**src/rtl/stopwatch_pkg.sv**
```systemverilog
// Shared types and defaults for the stopwatch controller.
// Optional auto-stop at 59:99 is enabled by defining STOPWATCH_AUTOSTOP_EN.
package stopwatch_pkg;

  typedef enum logic [1:0] {
    ST_IDLE  = 2'b00,
    ST_RUN   = 2'b01,
    ST_PAUSE = 2'b10,
    ST_LAP   = 2'b11
  } sw_state_e;

  localparam int unsigned TICK_DIV_DEF        = 500000;
  localparam int unsigned DEBOUNCE_CYCLES_DEF = 1000000;
  localparam int unsigned CNT_W_DEF           = 20;

  // Bits needed to hold the values 0 .. n-1 (never less than one bit).
  function automatic int unsigned cnt_width(input int unsigned n);
    int unsigned w;
    w = 1;
    while ((64'(1) << w) < 64'(n)) w = w + 1;
    return w;
  endfunction

endpackage

```
**src/rtl/stopwatch_ctrl_if.sv**
```systemverilog
// Button, chain-status and chain-control signals between the board and the controller.
interface stopwatch_ctrl_if;

  logic       btn_ss;
  logic       btn_lr;
  logic       count_max;
  logic       count_en;
  logic       count_clr;
  logic       display_hold;
  logic       running;
  logic [1:0] state;

  // Controller side.
  modport slave (
    input  btn_ss, btn_lr, count_max,
    output count_en, count_clr, display_hold, running, state
  );

  // Board / chain side.
  modport master (
    output btn_ss, btn_lr, count_max,
    input  count_en, count_clr, display_hold, running, state
  );

endinterface

```
**src/rtl/btn_debounce.sv**
```systemverilog
// Raw push-button conditioner: 2-flop synchroniser, stable-count filter and
// a one-cycle pulse on each rising edge of the filtered level.
module btn_debounce
  import stopwatch_pkg::*;
#(
  parameter int unsigned DEBOUNCE_CYCLES = DEBOUNCE_CYCLES_DEF
) (
  input  logic clock,
  input  logic reset,
  input  logic btn,
  output logic press
);

  localparam int unsigned DB_W = cnt_width(DEBOUNCE_CYCLES);

  logic            sync1;
  logic            sync2;
  logic            level;
  logic [DB_W-1:0] cnt;

  // Counter only advances while the synced input disagrees with the filtered level.
  always_ff @(posedge clock) begin
    if (!reset) begin
      sync1 <= 1'b0;
      sync2 <= 1'b0;
      level <= 1'b0;
      cnt   <= '0;
      press <= 1'b0;
    end else begin
      sync1 <= btn;
      sync2 <= sync1;
      press <= 1'b0;
      if (sync2 == level) begin
        cnt <= '0;
      end else if (cnt == DB_W'(DEBOUNCE_CYCLES - 1)) begin
        level <= sync2;
        cnt   <= '0;
        press <= sync2;
      end else begin
        cnt <= cnt + DB_W'(1);
      end
    end
  end

endmodule

```
**src/rtl/stopwatch_ctrl.sv**
```systemverilog
// Stopwatch controller: debounced start/stop and lap/reset buttons, run/pause/lap FSM
// and centisecond prescaler driving the digit chain. Auto-stop: STOPWATCH_AUTOSTOP_EN.
module stopwatch_ctrl
  import stopwatch_pkg::*;
#(
  parameter int unsigned TICK_DIV        = TICK_DIV_DEF,
  parameter int unsigned DEBOUNCE_CYCLES = DEBOUNCE_CYCLES_DEF,
  parameter int unsigned CNT_W           = CNT_W_DEF
) (
  input logic             clock,
  input logic             reset,
  stopwatch_ctrl_if.slave sw
);

  sw_state_e        state;
  sw_state_e        state_next;
  logic [CNT_W-1:0] presc;
  logic [CNT_W-1:0] presc_next;

  logic count_en_q;
  logic count_clr_q;
  logic display_hold_q;
  logic running_q;
  logic count_en_next;
  logic count_clr_next;

  logic ss_p;
  logic lr_p;
  logic wrap_c;
  logic tick_c;
  logic max_lock_c;

  btn_debounce #(.DEBOUNCE_CYCLES(DEBOUNCE_CYCLES)) u_db_ss (
    .clock (clock),
    .reset (reset),
    .btn   (sw.btn_ss),
    .press (ss_p)
  );

  btn_debounce #(.DEBOUNCE_CYCLES(DEBOUNCE_CYCLES)) u_db_lr (
    .clock (clock),
    .reset (reset),
    .btn   (sw.btn_lr),
    .press (lr_p)
  );

`ifdef STOPWATCH_AUTOSTOP_EN
  assign max_lock_c = sw.count_max;
`else
  // Chain wraps 59:99 -> 00:00 by itself; the status input is not needed.
  logic unused_count_max;
  assign unused_count_max = sw.count_max;
  assign max_lock_c       = 1'b0;
`endif

  // Next state, prescaler and one-cycle pulses.
  always_comb begin
    state_next     = state;
    presc_next     = presc;
    wrap_c         = 1'b0;
    tick_c         = 1'b0;
    count_clr_next = 1'b0;
    count_en_next  = 1'b0;

    case (state)
      ST_IDLE: begin
        presc_next = '0;
        if (ss_p) begin
          state_next = ST_RUN;
        end else if (lr_p) begin
          count_clr_next = 1'b1;
        end
      end

      ST_RUN, ST_LAP: begin
        if (presc == CNT_W'(TICK_DIV - 1)) begin
          presc_next = '0;
          wrap_c     = 1'b1;
        end else begin
          presc_next = presc + CNT_W'(1);
        end

        if (ss_p) begin
          state_next = ST_PAUSE;
        end else if (lr_p) begin
          state_next = (state == ST_RUN) ? ST_LAP : ST_RUN;
        end

        // At 59:99 the would-be wrapping pulse is swallowed and the watch stops.
        if (wrap_c && max_lock_c) begin
          state_next = ST_PAUSE;
        end else begin
          tick_c = wrap_c;
        end
      end

      ST_PAUSE: begin
        if (ss_p) begin
          if (!max_lock_c) state_next = ST_RUN;
        end else if (lr_p) begin
          state_next     = ST_IDLE;
          count_clr_next = 1'b1;
        end
      end

      default: state_next = ST_IDLE;
    endcase

    count_en_next = tick_c && ((state_next == ST_RUN) || (state_next == ST_LAP));
  end

  always_ff @(posedge clock) begin
    if (!reset) begin
      state          <= ST_IDLE;
      presc          <= '0;
      count_en_q     <= 1'b0;
      count_clr_q    <= 1'b0;
      display_hold_q <= 1'b0;
      running_q      <= 1'b0;
    end else begin
      state          <= state_next;
      presc          <= presc_next;
      count_en_q     <= count_en_next;
      count_clr_q    <= count_clr_next;
      display_hold_q <= (state_next == ST_LAP);
      running_q      <= state_next[0];
    end
  end

  assign sw.count_en     = count_en_q;
  assign sw.count_clr    = count_clr_q;
  assign sw.display_hold = display_hold_q;
  assign sw.running      = running_q;
  assign sw.state        = state;

endmodule

```
**src/flat_wrapper.sv**
```systemverilog
// flat-port wrapper written by rule: the top's interface ports become plain ports
module stopwatch_ctrl_flat import stopwatch_pkg::*;
#(
  parameter int unsigned TICK_DIV        = TICK_DIV_DEF,
  parameter int unsigned DEBOUNCE_CYCLES = DEBOUNCE_CYCLES_DEF,
  parameter int unsigned CNT_W           = CNT_W_DEF
)
  (clock, reset, sw_btn_ss, sw_btn_lr, sw_count_max, sw_count_en, sw_count_clr, sw_display_hold, sw_running, sw_state);
  stopwatch_ctrl_if sw_i ();
  input logic clock;
  input logic reset;
  input wire logic [$bits(sw_i.btn_ss)-1:0] sw_btn_ss;
  input wire logic [$bits(sw_i.btn_lr)-1:0] sw_btn_lr;
  input wire logic [$bits(sw_i.count_max)-1:0] sw_count_max;
  output wire logic [$bits(sw_i.count_en)-1:0] sw_count_en;
  output wire logic [$bits(sw_i.count_clr)-1:0] sw_count_clr;
  output wire logic [$bits(sw_i.display_hold)-1:0] sw_display_hold;
  output wire logic [$bits(sw_i.running)-1:0] sw_running;
  output wire logic [$bits(sw_i.state)-1:0] sw_state;
  assign sw_i.btn_ss = sw_btn_ss;
  assign sw_i.btn_lr = sw_btn_lr;
  assign sw_i.count_max = sw_count_max;
  assign sw_count_en = sw_i.count_en;
  assign sw_count_clr = sw_i.count_clr;
  assign sw_display_hold = sw_i.display_hold;
  assign sw_running = sw_i.running;
  assign sw_state = sw_i.state;
  stopwatch_ctrl #(.TICK_DIV(TICK_DIV), .DEBOUNCE_CYCLES(DEBOUNCE_CYCLES), .CNT_W(CNT_W)) u_core (.clock(clock), .reset(reset), .sw(sw_i));
endmodule
```
**config.mk**
```make
export PLATFORM = sky130hd
export DESIGN_NAME = stopwatch_ctrl_flat
export DESIGN_NICKNAME = d
export VERILOG_FILES = /design/src/rtl/stopwatch_pkg.sv /design/src/rtl/stopwatch_ctrl_if.sv /design/src/rtl/btn_debounce.sv /design/src/rtl/stopwatch_ctrl.sv /design/src/flat_wrapper.sv
export SDC_FILE = /design/constraint.sdc
export NUM_CORES = 1
export LEC_CHECK = 0
export CAP_MARGIN = 20
export CORE_ASPECT_RATIO = 1.1
export CORE_MARGIN = 5
export CORE_UTILIZATION = 40
export CTS_CLUSTER_DIAMETER = 30
export DETAILED_ROUTE_END_ITERATION = 6
export PLACE_DENSITY_LB_ADDON = 0.15
export SETUP_SLACK_MARGIN = 0.5
export SYNTH_ARGS = -nofsm -noshare
export SYNTH_HDL_FRONTEND = slang
export SYNTH_SLANG_ARGS = --single-unit
export TNS_END_PERCENT = 10
```
**constraint.sdc**
```tcl
create_clock -name clock -period 1.9 [get_ports clock]
set_input_delay 0.57 -clock clock [delete_from_list [all_inputs] [get_ports clock]]
set_output_delay 0.57 -clock clock [all_outputs]
set_load 0.02 [all_outputs]
```
After elaboration in Yosys (flattened, before gate mapping)
Cells that the tools add are included.
- logic and storage cells: 60
- register bits: 74
- bitwise gates (word level): 6
- equality and inequality tests: 10
- add/sub/neg operators: 3
- reduce and logical (&&, ||, !) cells: 13
- multiplexer cells: 12
- operator list (operator ; count):
    $add 20x1->20 const B ; 3
    $eq 20x20->1 const B ; 2
    $pmux 20 s2 ; 1
    $eq 20x19->1 const B ; 1
    $mux 20 ; 1
    $reduce_or 3->1 ; 5
    $mux 2 ; 6
    $eq 2x2->1 const B ; 3
    $not 1->1 ; 6
    $pmux 2 s3 ; 1
    $eq 2x1->1 const B ; 2
    $reduce_and 2->1 ; 2
    $reduce_or 2->1 ; 2
    $mux 1 ; 3
    $eq 1x1->1 ; 2
    $logic_not 2->1 ; 1
    $reduce_bool 2->1 ; 1
    $logic_and 1x1->1 ; 1
    $logic_or 1x1->1 ; 1

Depth between registers and ports, before layout
Gate-level depths: netlist (run 1).
- word-level depth: 8
- depth in mapped cells: 8
- gate-level depth less buffers: 6

Hierarchy
A second synthesis (run 1) with hierarchy kept.
- cells, all modules: 412
- area, all modules: 3498.4 um2
- by module, submodules not included (module ; instances ; area an instance (um2) ; cells each):
    btn_debounce ; 2 ; 1079.8 ; 124
    stopwatch_ctrl ; 1 ; 1338.8 ; 164

Least setup slack after synthesis (run 1)
Ideal clock, no wire load.
- kind: flip-flop to flip-flop
- start point: register u_core.presc[0]
- end point: register u_core.presc[19]
- clock period less this slack: 1784 ps
- path slack: 116 ps
- arrival: 1659 ps
- path buffers: 2
- cell stages (with the launch flop): 9
- cell sequence: dfxtp_1 > ha_1 > and4_1 > buf_4 > nand4_2 > o211a_4 > buf_6 > a41oi_1 > a31oi_1
- word-level cells in the longest chain between the ends: 3
- elaborated cells between the ends (all ways): 4
- classes of those cells: add/sub (1); eq/ne (1); mux (2)
- RTL lines (what ; RTL line ; RTL):
    start: declaration ; stopwatch_ctrl.sv:17 ; logic [CNT_W-1:0] presc;
    start signal: assignment ; stopwatch_ctrl.sv:122 ; presc <= presc_next;
    $add 20x1->20 or $eq 20x19->1 (tied branches) ; stopwatch_ctrl.sv:80, stopwatch_ctrl.sv:76 ;
    $mux 20 (*) ; stopwatch_ctrl.sv:76 ; if (presc == CNT_W'(TICK_DIV - 1)) begin
    $pmux 20 s2 (*) ; stopwatch_ctrl.sv:65 ; case (state)
Mark *: on every way between the ends. The rest lies on a longest branch, timed or not.
A chain may end at the register's enable or synchronous reset.

Worst setup path in the final report (run 1)
- start point: register u_core.presc[16]
- end point: register u_core.presc[8]
- word-level cells in the longest chain between the ends: 3
- RTL lines (what ; RTL line):
    $eq 20x19->1 ; stopwatch_ctrl.sv:76
    $mux 20 ; stopwatch_ctrl.sv:76
    $pmux 20 s2 ; stopwatch_ctrl.sv:65
No other way between the ends.

==> results by stage, run 1 <==
Global route:
- The number of global-route vias before repair is 2,569.
- The first-pass GRT wire length is 11,600 um.
- Entering global routing, the biggest net connects 21 pins.
- The final global-route overflow total is 0.
- Global routing used 14.3% of the available tracks across all layers.
- The initial antenna violation count is 0.

Logic synthesis:
- The number of nets in the synthesized netlist is 379.
- The average footprint of a synthesized cell is between 8 and 9 um2.
- The post-synthesis register bit count is 73.
- Sequential elements use 44.5% of the synthesized area.
- The distinct cell type count after synthesis is 49.
- The netlist area before placement is around 3300 um2.
- The instance count of the mapped netlist is roughly 370.
- The count of yosys warnings during synthesis is 0.

Timing:
- The smallest clock period supported by the final layout is computed as 1.65 ns.
- The number of pins with negative max-slew slack in the final report is 0.
- At the pin with the least slew margin, the transition time is about 0.39 ns.
- Dividing the final minimum period by the clock period gives between 80% and 90%.
- Derived from the worst setup path, the maximum achievable clock frequency is 605 MHz.
- The number of hold violations in the final report is 0.
- Setup slack closes at 0.246 ns.
- Setup repair after global routing could not meet its margin everywhere.
- The setup violation total in the final timing report is 0.
- The relative slew slack is 74.1%.
- The worst-case clock skew is 0.0111 ns.

Finish:
- The final standard cell count with taps included and fillers excluded is 530.
- Cells fill 52.8% of the core in the end.
- The signed area change from the synthesized netlist to the final layout is 27.8%.
- Of the cells placed in the final design, the portion with a size suffix greater than 1 is 24.4%.
- The number of diodes is 0.
- The post-layout net count is 425.
- The summed area of non-filler cells in the final layout is 4200 um2.

Run:
- Max-cap violations in this run came to 0.

Power and ir drop:
- Across the VDD grid, the largest voltage drop is 0.422 mV.
- Power spread over the standard cell area amounts to 686 nW/um2.
- The leakage power summed over all cells is 1.52 nW.
- The completed layout was analyzed and its total power is 2.88 mW.

Critical path:
- The critical path endpoint category is a flip-flop.
- The kind of critical path is flip-flop to flip-flop.
- The launching element type of the critical path is a flip-flop.
- STA puts the critical path data arrival time at between 1.5 and 2 ns.
- At the worst endpoint, the required time is 2.13 ns.
- The maximum fanout along the worst path is 5.

Place:
- The worst setup slack after placement is -0.0189 ns.
- The placement-stage cell area is 3620 um2.
- The detailed placement HPWL is 4370 um.
- In this run, placement finished with an instance count of just under 500.
- The final weighted congestion of routability-driven global placement is 0.813.
- The number of buffers inserted by port buffering is 9.

Hold path:
- In this run the worst hold path is classified as flip-flop to flip-flop.

Route:
- The detail route stage leaves a number of antenna-violating nets equal to 0.
- For this block, the via count after detailed routing is between 2,000 and 3,000.
- After detailed routing, the number of remaining DRC violations is 0.
- In the final routed layout, each cell accounts on average for 12.7 um.
- The detailed-router iteration count before antenna repair is 4.
- The first-iteration detailed-routing DRC count is 86.
- After detailed routing, the number of vias per cell comes to 5.05.
- The wire length reported by the detailed router is a little under 7000 um.

Floorplan:
- The area inside the core boundary is 7960 um2.
- The floorplan has 34 rows.
- The die area is 10,100 um2.
- The initial standard-cell utilization of the core is 41.3%.
- For this design the top-level I/O count stands at 11.
- From bottom edge to top edge, the die measures ~110 um.
- The horizontal die dimension is 96.4 um.

CTS:
- Clock tree synthesis found a total of 73 sinks.
- TritonCTS built the clock tree.
- The level count of the clock H-tree is 3.
- The maximum clock insertion buffer count is 2.
- The later pin in the worst-skew pair is clocked with a latency of around 0.34 ns.
- The number of CTS-inserted buffers is 9.
- Clock tree synthesis selected as its root buffer the cell sky130_fd_sc_hd__clkbuf_8.
- After clock tree synthesis, the clock-pin slew on the worst setup and hold paths is 0.08 ns.

Outcome:
- The flow ran to the end, and the final reports show no timing, DRC or antenna violations.
-- routing by layer --
| metal | up-vias | wire (um) | track usage (%) |
|---|---|---|---|
| li1 | 1381 | - | - |
| met5 | - | 0 | 0 |
| met2 | 45 | 3300 | 22.5 |
| met4 | 0 | 182 | 6.91 |
| met1 | 1235 | 3090 | 18.3 |
| met3 | 13 | 186 | 3.24 |
-- worst paths after layout --
kind | slack, ns | end | cells after the start | startpoint
worst max-delay path | 0.25 | u_core.presc[8] | 7 | u_core.presc[16]
worst min-delay path | 0.43 | u_core.u_db_ss.sync2 | 1 | u_core.u_db_ss.sync1
worst max register to register | 0.25 | u_core.presc[8] | 7 | u_core.presc[16]
worst min register to register | 0.43 | u_core.u_db_ss.sync2 | 1 | u_core.u_db_ss.sync1
-- per-stage QoR --
| stage | hold slack [ns] | TNS, ns |
|---|---|---|
| 2_1_floorplan | 0.412 | 0 |
| 3_3_place_gp | 0.417 | 0 |
| 3_5_place_dp | 0.417 | -0.0303 |
| 4_1_cts | 0.435 | 0 |
| 5_1_grt | 0.468 | 0 |
| 6_report | 0.433 | 0 |
-- area by class of cell --
cell class / instances / area, um2
tap: 108 / 135
fill: 745 / 3750
clock buffer: 9 / 124
multi-input combinational: 274 / 1910
clock inverter: 7 / 95.1
timing repair buffer: 46 / 392
sequential: 73 / 1500
inverter: 13 / 48.8
-- what timing repair did --
item                                    in CTS  in global routing
pin swaps                                    8                 14
setup buffers                                8                  9
resized for setup                           58                 25
hold buffers                                 0                  0
endpoints found under the setup margin      69                 69
hold endpoints to repair                     0                  0
gates cloned                                 2                  1
-- worst max-delay path: stages, from the launching register on --
cell                       delay (ns)
sky130_fd_sc_hd__dfxtp_1         0.36
sky130_fd_sc_hd__nor4bb_4        0.33
sky130_fd_sc_hd__nand3_1         0.14
sky130_fd_sc_hd__buf_4           0.18
sky130_fd_sc_hd__o211ai_4        0.24
sky130_fd_sc_hd__buf_6           0.14
sky130_fd_sc_hd__or3_1           0.09
sky130_fd_sc_hd__o21ai_1         0.05
-- where the power goes --
group / switching, mW / internal [mW] / total, mW
registers: 0.00332 / 1.52 / 1.53
clock network: 0.579 / 0.738 / 1.32
logic: 0.0187 / 0.0180 / 0.0367
total: 0.601 / 2.28 / 2.88
-- cells in the final DEF (no fill, tap or decap), drive strengths merged, types with 9 or more instances in the layout --
cell type	count
buf	42
and3	9
clkbuf	9
a21oi	14
nor2	51
o21ai	11
and2	10
nand4	12
nand3	25
inv	13
nand2	28
xnor2	17
xor2	24
dfxtp	73
-- registers in the layout (all words and copies together) (netlist names), 2 cells and up --
register and count:
u_core.presc 20, u_core.u_db_lr.cnt 20, u_core.u_db_ss.cnt 20, u_core.sw.state 2
-- cell usage after synthesis (all sizes together) --
cell    count  share of area (%)
a21o        1               0.23
nor4bb      2               0.61
nor3b       2               0.46
nor4        4                1.6
nand3      25                3.8
or2         2               0.38
dfxtp      73                 44
nor3        5               0.76
and3        9                1.7
nor2       51                5.8
nor2b       7                1.3
a21boi      2               0.46
and2       10                1.9
nand2b      2               0.38
o22ai       2               0.38
a41oi       2               0.53
o311ai      1               0.27
buf         9                1.9
xnor2      17                4.5
nor4b       7                2.1
o211ai      2               0.61
and4        7                1.9
or3b        1               0.27
nand2      28                3.2
ha          3                1.1
o211a       1               0.53
mux2i       2               0.61
inv        13                1.5
clkbuf      4               0.46
a21oi      14                2.1
nand3b      3               0.69
and4b       1               0.30
a211oi      1               0.23
o21ai      11                1.7
or3         5               0.95
a31oi       5               0.95
a32oi       1               0.27
xor2       24                6.4
nand4      12                2.7
-- cell families after synthesis --
logic type / after synthesis / share of synthesized area, %
buffers and inverters: 26 / 3.84
and+or+nand+nor: 183 / 30.8
xor gates and xnor gates: 41 / 10.9
adders and majority gates: 3 / 1.14
DFF: 73 / 44.5
AOI/OAI and AO/OA: 43 / 8.26
muxes: 2 / 0.609
No activity file was read; power rests on OpenSTA's default activity.
==> run 2, diff against run 1 <==
--- a/config.mk
+++ b/config.mk
@@ -9,5 +9,5 @@
 export CORE_ASPECT_RATIO = 1.1
 export CORE_MARGIN = 5
-export CORE_UTILIZATION = 40
+export CORE_UTILIZATION = 30
 export CTS_CLUSTER_DIAMETER = 30
 export DETAILED_ROUTE_END_ITERATION = 6
==> constraint.sdc (replaced) <==
create_clock -name clock -period 1.9 [get_ports clock]
set_input_delay 0.285 -clock clock [delete_from_list [all_inputs] [get_ports clock]]
set_output_delay 0.285 -clock clock [all_outputs]
set_load 0.02 [all_outputs]
==> run 2 against run 1 <==
Worst hold slack lost 0.0033 ns. Clock skew decreased by 0.0048 ns. Highest routed layer unchanged. Total power increased by 16%. Clock power increased by 35%. Fmax rose by 2.1%. Core utilization decreased by 14 points. Register-to-register slack improved by 0.03 ns. First-iteration DRC count rose by 7.0%.
==> results by stage, run 2 (synthesis results as in run 1) <==
Route:
- The via total after detailed routing was 2,570 (was 2,674).
- The via-per-instance ratio was 4.67 (was 5.05).
- The wire length reported by the detailed router is 6850 um (was 6750 um).
- The antenna violation net count after detailed routing is 0 (unchanged).
- The detailed-router iteration count before antenna repair is 4 (unchanged).
- The DRC violation count after routing is 0 (unchanged).
- The per-cell routed wire length was 12.5 um (was 12.7 um).
- The first-iteration detailed-routing DRC count came to 92 (was 86).

Finish:
- The signed area change from the synthesized netlist to the final layout is 26.3% (was 27.8%).
- The post-layout net count is 407 (was 425).
- Largest registers: u_core.presc (20), u_core.u_db_lr.cnt (20), u_core.u_db_ss.cnt (20) (unchanged).
- The most common cell after layout, fill and taps aside was sky130_fd_sc_hd__dfxtp_1 (unchanged).
- The proportion of layout cells with a drive suffix above 1 came to 16.9% (was 24.4%).
- The number of diodes came to 0 (unchanged).
- The summed area of non-filler cells in the final layout is 4150 um2 (was 4200 um2).
- Commonest cells after routing, fill and taps aside: 63 x sky130_fd_sc_hd__dfxtp_1, 51 x sky130_fd_sc_hd__nor2_1, 28 x sky130_fd_sc_hd__nand2_1 (was 58 x sky130_fd_sc_hd__dfxtp_1, 50 x sky130_fd_sc_hd__nor2_1, 33 x sky130_fd_sc_hd__buf_4).

Critical path:
- The buffer and inverter count on the worst path is 1 (was 2).
- The critical path depth is 7 (unchanged).
- The number of cells on the worst reg-to-reg path came to 7 (unchanged).
- The critical path endpoint category is a flip-flop (unchanged).
- The launching element type of the critical path is a flip-flop (unchanged).
- The delay of the slowest cell on the worst path is 0.36 ns (about the same).
- Cell breakdown of the critical path: ha_4 > and4_4 > nand4_4 > o211ai_4 > buf_6 > or3_1 > o21ai_1 (was nor4bb_4 > nand3_1 > buf_4 > o211ai_4 > buf_6 > or3_1 > o21ai_1).
- The required arrival time at the worst endpoint is 2.12 ns (was 2.13 ns).
- The slowest cell on the critical path is sky130_fd_sc_hd__dfxtp_4 (was sky130_fd_sc_hd__dfxtp_1).
- The kind of critical path is flip-flop to flip-flop (unchanged).
- The arrival time of the worst setup path is 1.84 ns (was 1.88 ns).
- The category of cells accounting for the largest share of critical-path delay was simple AND/OR/NAND/NOR gates (unchanged).
- The maximum fanout along the worst path is 5 (unchanged).

CTS:
- The number of CTS-inserted buffers is 9 (unchanged).
- The maximum clock insertion buffer count is 2 (unchanged).
- The root cell of the clock tree is sky130_fd_sc_hd__clkbuf_16 (was sky130_fd_sc_hd__clkbuf_8).
- The TritonCTS sink count is 73 (unchanged).
- The hold-fix buffer count after cts was 0 (unchanged).
- The clock insertion delay at the later pin of the skew report came to 0.33 ns (was 0.34 ns).
- The clock slew at the register clock pins of the worst setup and hold paths is 0.06 ns (was 0.08 ns).
- The level count of the clock H-tree came to 3 (unchanged).
- The TritonCTS clock tree was yes (unchanged).

Timing:
- Setup repair after global routing missed its margin: yes (unchanged).
- The worst-case clock skew is 0.00631 ns (was 0.0111 ns).
- The number of pins with negative max-slew slack in the final report is 0 (unchanged).
- The setup violation total in the final timing report is 0 (unchanged).
- The final-layout setup total negative slack was 0 ns (unchanged).
- The slew at the pin closest to its max-slew limit was 0.513 ns (was 0.387 ns).
- The final critical-path required period is 1.62 ns (was 1.65 ns).
- The number of hold violations in the final report came to 0 (unchanged).
- The worst path setup slack after routing came to 0.280 ns (was 0.246 ns).
- The final critical-path share of the clock period is 85.2% (was 87.0%).
- The relative slew slack came to 65.5% (was 74.1%).
- The maximum clock frequency is 617 MHz (was 605 MHz).

Global route:
- The met1 track utilization from global routing came to 14.4% (was 18.3%).
- The busiest metal layer after global routing is met2 (unchanged).
- The global routing usage on met2 is 18.1% (was 22.5%).
- The final global-route overflow total is 0 (unchanged).
- The overall routing resource usage came to 11.5% (was 14.3%).
- The number of global-route vias before repair is 2,578 (was 2,569).
- The first-pass GRT wire length is 12,100 um (was 11,600 um).
- The met3 layer usage reported by global route came to 3.12% (was 3.24%).
- The largest net degree at the start of global routing is 24 (was 21).
- The initial antenna violation count is 0 (unchanged).

Floorplan:
- The number of top-level pins is 11 (unchanged).
- The horizontal die dimension was 110 um (was 96.4 um).
- The area inside the core boundary is 10,800 um2 (was 7960 um2).
- The count of standard-cell rows was 40 (was 34).
- The die extent in y is 120 um (was 105 um).
- The initial standard-cell utilization of the core is 30.4% (was 41.3%).
- The die area was 13,200 um2 (was 10,100 um2).

Run:
- The max-cap check violation count is 0 (unchanged).

Power and ir drop:
- The power per cell area was 806 nW/um2 (was 686 nW/um2).
- The leakage power summed over all cells came to 1.42 nW (was 1.52 nW).
- The maximum VDD drop is 0.362 mV (was 0.422 mV).
- The total power draw was 3.35 mW (was 2.88 mW).

Place:
- The placement-stage cell area is 3640 um2 (was 3620 um2).
- The final weighted congestion of routability-driven global placement is 0.727 (was 0.813).
- The detailed placement HPWL is 4470 um (was 4370 um).
- The number of buffers inserted by port buffering is 9 (unchanged).
- The worst setup slack after placement was 0.111 ns (was -0.0189 ns).

Hold path:
- The cell count of the worst hold path is 1 (unchanged).
- The class of the tightest hold or removal check is flip-flop to flip-flop (unchanged).

Outcome:
- Status: finished, final reports clean (unchanged).
## run 2: changes by cell type in the layout (fill, tap and decap cells not counted), sizes merged
cell	previous run	this run
clkdlybuf4s50	2	6
dlygate4sd2	1	2
buf	42	19
clkbuf	9	10
clkinv	4	2
## run 2: worst paths after layout
check | from | to | slack, ns
worst max-delay path | u_core.presc[0] | u_core.presc[18] | 0.28
worst min register to register | u_core.u_db_lr.sync1 | u_core.u_db_lr.sync2 | 0.43
worst min-delay path | u_core.u_db_lr.sync1 | u_core.u_db_lr.sync2 | 0.43
worst max register to register | u_core.presc[0] | u_core.presc[18] | 0.28
## run 2: power breakdown
group / total, mW / internal [mW] / leakage, nW / switching (mW)
combinational: 0.0386 / 0.0197 / 0.672 / 0.0190
clock: 1.78 / 1.14 / 0.149 / 0.635
sequential: 1.53 / 1.53 / 0.595 / 0.00266
## run 2: what timing repair did
action | in CTS | in global routing
endpoints found under the setup margin | 69 | 68
resized for setup | 29 | 7
endpoints found under the hold margin | 0 | 0
pin swaps | 11 | 7
setup buffers | 7 | 1
gates cloned | 2 | 0
## run 2: worst register-to-register path, delay by kind of cell, from the launching register on
kind,cells,cell delay (ns)
AO/OA/AOI/OAI,2,0.36
AND/OR/NAND/NOR,3,0.50
adder cells (fa/ha/maj),1,0.14
buffers and inverters,1,0.15
flip-flops,1,0.36
## run 2: layout make-up
cell class | instances | area, um2
fill | 1130 | 6660
multi-input combinational | 274 | 1850
sequential | 73 | 1480
timing repair buffer | 28 | 277
clock buffer | 10 | 229
tap | 147 | 184
clock inverter | 5 | 81.3
inverter | 13 | 48.8
## run 2: routing by layer
layer / routed length (um) / up-vias
li1: - / 1349
met1: 3230 / 1187
met2: 3250 / 23
met3: 236 / 11
met4: 131 / 0
met5: 0 / -
## run 2: metrics by stage
| stage | instances | utilization [%] | hold WS, ns |
|---|---|---|---|
| after CTS | 549 | 38.1 | 0.432 |
| after detailed placement | 525 | 33.7 | 0.422 |
| after global placement | 525 | 33.7 | 0.417 |
| after global routing | 550 | 38.4 | 0.454 |
| final | 550 | 38.4 | 0.430 |
| after floorplan | 371 | - | 0.412 |
==> run 3, diff against run 2 <==
Settings changed: SYNTH_HIERARCHICAL set to 1.
==> run 3 against run 2 <==
The flow now finishes with violations (setup timing). Critical path depth fell by 2. Global-route usage rose by 0.93 points. Register-to-register slack got worse by 0.34 ns.
==> results by stage, run 3 <==
Finish:
- The signed area change from the synthesized netlist to the final layout is 31.9% (was 26.3%).
- The post-layout net count is 472 (was 407).
- Largest registers: u_core/presc (20), u_core/u_db_lr/cnt (20), u_core/u_db_ss/cnt (20) (was u_core.presc (20), u_core.u_db_lr.cnt (20), u_core.u_db_ss.cnt (20)).
- The most common cell after layout, fill and taps aside is sky130_fd_sc_hd__dfxtp_1 (unchanged).
- The summed area of non-filler cells in the final layout is 4610 um2 (was 4150 um2).
- The number of diodes is 0 (unchanged).
- Commonest cells after routing, fill and taps aside: 65 x sky130_fd_sc_hd__dfxtp_1, 45 x sky130_fd_sc_hd__buf_4, 39 x sky130_fd_sc_hd__nor2_1 (was 63 x sky130_fd_sc_hd__dfxtp_1, 51 x sky130_fd_sc_hd__nor2_1, 28 x sky130_fd_sc_hd__nand2_1).
- The proportion of layout cells with a drive suffix above 1 is 28.1% (was 16.9%).

Logic synthesis:
- The dominant cell by count in the synthesized netlist is sky130_fd_sc_hd__dfxtp_1 (unchanged).
- The fraction of the yosys area taken by sequential cells is 41.8% (was 44.5%).
- The instance count of the mapped netlist was 412 (was 371).
- The average footprint of a synthesized cell came to 8.49 um2 (was 8.86 um2).
- The net count of the mapped netlist is 420 (was 379).
- Leading post-synthesis cells by cell area: sky130_fd_sc_hd__dfxtp_1 42%, sky130_fd_sc_hd__nand3_1 5.6%, sky130_fd_sc_hd__nor2_1 4.5% (was sky130_fd_sc_hd__dfxtp_1 44%, sky130_fd_sc_hd__xor2_1 6.4%, sky130_fd_sc_hd__nor2_1 5.8%).
- The netlist area before placement is 3500 um2 (was 3290 um2).
- The post-synthesis register bit count is 73 (unchanged).
- The distinct cell type count after synthesis is 50 (was 49).
- The count of yosys warnings during synthesis came to 6 (was 0).
- The dominant cell type by area after synthesis is sky130_fd_sc_hd__dfxtp_1 (unchanged).
- The async set-reset flop share out of synthesis is 0% (unchanged).
- The number of flops mapped to enable cells by yosys was 0 (unchanged).
- Most numerous cell types in the synthesized netlist: 73 x sky130_fd_sc_hd__dfxtp_1, 42 x sky130_fd_sc_hd__nor2_1, 39 x sky130_fd_sc_hd__nand3_1 (was 73 x sky130_fd_sc_hd__dfxtp_1, 51 x sky130_fd_sc_hd__nor2_1, 28 x sky130_fd_sc_hd__nand2_1).
- The primary flip-flop cell chosen by synthesis mapping is sky130_fd_sc_hd__dfxtp_1 (unchanged).
- The top cell type's share of synthesized area is 41.8% (was 44.5%).

CTS:
- The number of CTS-inserted buffers is 9 (unchanged).
- The TritonCTS clock tree is yes (unchanged).
- The root cell of the clock tree is sky130_fd_sc_hd__clkbuf_16 (unchanged).
- The TritonCTS sink count came to 73 (unchanged).
- The maximum clock insertion buffer count is 2 (unchanged).
- The clock insertion delay at the later pin of the skew report came to 0.33 ns (about the same).
- The clock slew at the register clock pins of the worst setup and hold paths is 0.06 ns (about the same).
- The level count of the clock H-tree is 3 (unchanged).

Route:
- The DRC violation count after routing is 0 (unchanged).
- The per-cell routed wire length came to 12.9 um (was 12.5 um).
- The via-per-instance ratio is 5.00 (was 4.67).
- The via total after detailed routing is 3,098 (was 2,570).
- The first-iteration detailed-routing DRC count was 145 (was 92).
- The antenna violation net count after detailed routing came to 0 (unchanged).
- The wire length reported by the detailed router was 8010 um (was 6850 um).
- The detailed-router iteration count before antenna repair was 4 (unchanged).

Power and ir drop:
- The part of the power in registers was 46.0% (was 45.8%).
- The switching power as a share of total power is 19.9% (was 19.6%).
- The leakage power summed over all cells is 1.54 nW (was 1.42 nW).
- The power per cell area is 725 nW/um2 (was 806 nW/um2).
- The logic gate share of total power came to 1.2% (about the same).
- The switching power summed over all nets is 0.665 mW (was 0.657 mW).
- The internal power is 2.68 mW (was 2.69 mW).
- The maximum VDD drop is 0.356 mV (was 0.362 mV).
- The clock share of power was 52.8% (was 53.1%).

Critical path:
- The required arrival time at the worst endpoint came to 2.11 ns (was 2.12 ns).
- The launching element type of the critical path is a flip-flop (unchanged).
- The most repeated library cell on the critical path is sky130_fd_sc_hd__or4_4.
- The critical path endpoint category is a flip-flop (unchanged).
- The first element of the critical path was u_core/u_db_ss/cnt[13] (was u_core.presc[0]).
- The kind of critical path is flip-flop to flip-flop (unchanged).
- The delay of the slowest cell on the worst path came to 0.53 ns (was 0.36 ns).
- The maximum fanout along the worst path is 7 (was 5).
- Cell breakdown of the critical path: or4_4 > or4_4 > o211ai_1 > buf_4 > a21oi_1 (was ha_4 > and4_4 > nand4_4 > o211ai_4 > buf_6 > or3_1 > o21ai_1).
- The startpoint of the lowest-slack register-to-register path is u_core/u_db_ss/cnt[13] (was u_core.presc[0]).
- The slowest cell on the critical path is sky130_fd_sc_hd__or4_4 (was sky130_fd_sc_hd__dfxtp_4).
- The arrival time of the worst setup path came to 2.17 ns (was 1.84 ns).

Floorplan:
- The die area came to 13,900 um2 (was 13,200 um2).
- The die extent in y came to 123 um (was 120 um).
- The initial standard-cell utilization of the core is 30.6% (was 30.4%).
- The horizontal die dimension is 113 um (was 110 um).
- The area inside the core boundary is 11,400 um2 (was 10,800 um2).
- The count of standard-cell rows is 41 (was 40).
- The number of top-level pins came to 11 (unchanged).

Global route:
- The overall routing resource usage is 12.4% (was 11.5%).
- The largest net degree at the start of global routing is 15 (was 24).
- The global routing usage on met2 is 20.6% (was 18.1%).
- The number of global-route vias before repair is 3,031 (was 2,578).
- The final global-route overflow total is 0 (unchanged).
- The busiest metal layer after global routing is met2 (unchanged).
- The met3 layer usage reported by global route is 1.96% (was 3.12%).
- The first-pass GRT wire length came to 14,000 um (was 12,100 um).
- The initial antenna violation count is 0 (unchanged).
- The met1 track utilization from global routing came to 15.7% (was 14.4%).

Timing:
- The maximum clock frequency was 511 MHz (was 617 MHz).
- The slew at the pin closest to its max-slew limit was 0.534 ns (was 0.513 ns).
- The number of pins with negative max-slew slack in the final report is 0 (unchanged).
- The worst-case clock skew is 0.00657 ns (was 0.00631 ns).
- The final critical-path required period is 1.96 ns (was 1.62 ns).
- The final critical-path share of the clock period is 103% (was 85.2%).
- The setup violation total in the final timing report came to 20 (was 0).
- The minimum hold slack is 0.429 ns (was 0.430 ns).
- The worst path setup slack after routing was -0.0575 ns (was 0.280 ns).
- The relative slew slack is 64.4% (was 65.5%).
- The number of hold violations in the final report is 0 (unchanged).
- Setup repair after global routing missed its margin: yes (unchanged).

Hold path:
- The startpoint of the worst hold path was u_core/u_db_ss/sync1 (was u_core.u_db_lr.sync1).
- The class of the tightest hold or removal check is flip-flop to flip-flop (unchanged).

Run:
- The max-cap check violation count is 0 (unchanged).

Outcome:
- The final reports fail on setup timing.
- Status: complete, but fails checks (was finished, final reports clean).

Place:
- The detailed placement HPWL is 5650 um (was 4470 um).
- The final weighted congestion of routability-driven global placement is 0.736 (was 0.727).
- The placement-stage cell area is 4050 um2 (was 3640 um2).
- The number of buffers inserted by port buffering came to 9 (unchanged).
run 3: cell type report:
type | count | area (um2)
clock inverters | 4 | 48.8
well taps | 150 | 188
inverters | 12 | 45.0
flip-flops and latches | 73 | 1470
fillers | 1156 | 6830
clock buffers | 12 | 267
repair buffers | 60 | 485
multi-input cells | 308 | 2110
run 3: worst paths after layout:
path,to,slack [ns],cells past startpoint
min,u_core/u_db_ss/sync2,0.43,1
max reg2reg,u_core/u_db_ss/cnt[14],-0.06,5
min reg2reg,u_core/u_db_ss/sync2,0.43,1
max,u_core/u_db_ss/cnt[14],-0.06,5
run 3: logic make-up after synthesis:
family	count (synthesis)	synth area share [%]
XOR/XNOR	27	6.76
AND/OR/NAND/NOR	206	32.4
buffers and inverters	31	4.83
adder cells (fa/ha/maj)	3	1.07
AO/OA/AOI/OAI	72	13.2
flip-flops	73	41.8
run 3: repair_timing:
item / CTS / global route
setup buffers: 1 / 0
pin swaps: 50 / 30
hold buffers: 0 / 0
setup endpoints to repair: 69 / 65
cloned: 1 / 0
gates resized for setup: 54 / 23
run 3: power by group through the flow:
stage	sequential (mW)	combinational, mW	clock (mW)
floorplan	1.57	0.0173	0
global placement	1.57	0.0379	0
detailed placement	1.57	0.0380	0
CTS	1.54	0.0409	1.82
global route	1.54	0.0447	1.88
finish	1.54	0.0408	1.76
run 3: worst max-delay path, delay by kind of cell, from the launching register on:
kind                   cells  cell delay [ns]
flip-flops                 1             0.32
AND/OR/NAND/NOR            2             0.96
buffers and inverters      1             0.22
AO/OA/AOI/OAI              2             0.34
run 3: through the flow:
| stage | instances | setup WS [ns] | util (%) | TNS (ns) | power [mW] |
|---|---|---|---|---|---|
| detailed placement | 601 | -0.0922 | 35.4 | -2.00 | 1.61 |
| global placement | 601 | -0.0771 | 35.4 | -1.77 | 1.61 |
| global route | 619 | -0.139 | 40.3 | -3.55 | 3.46 |
| CTS | 619 | -0.0779 | 39.6 | -1.35 | 3.40 |
| floorplan | 412 | 0.0665 | - | 0 | 1.59 |
| finish | 619 | -0.0575 | 40.3 | -0.943 | 3.34 |
run 3: metal layers:
metal / vias to the layer above / wire [um]
met4: 0 / 140
met5: - / 0
met2: 29 / 3850
met3: 9 / 180
li1: 1591 / -
met1: 1469 / 3830
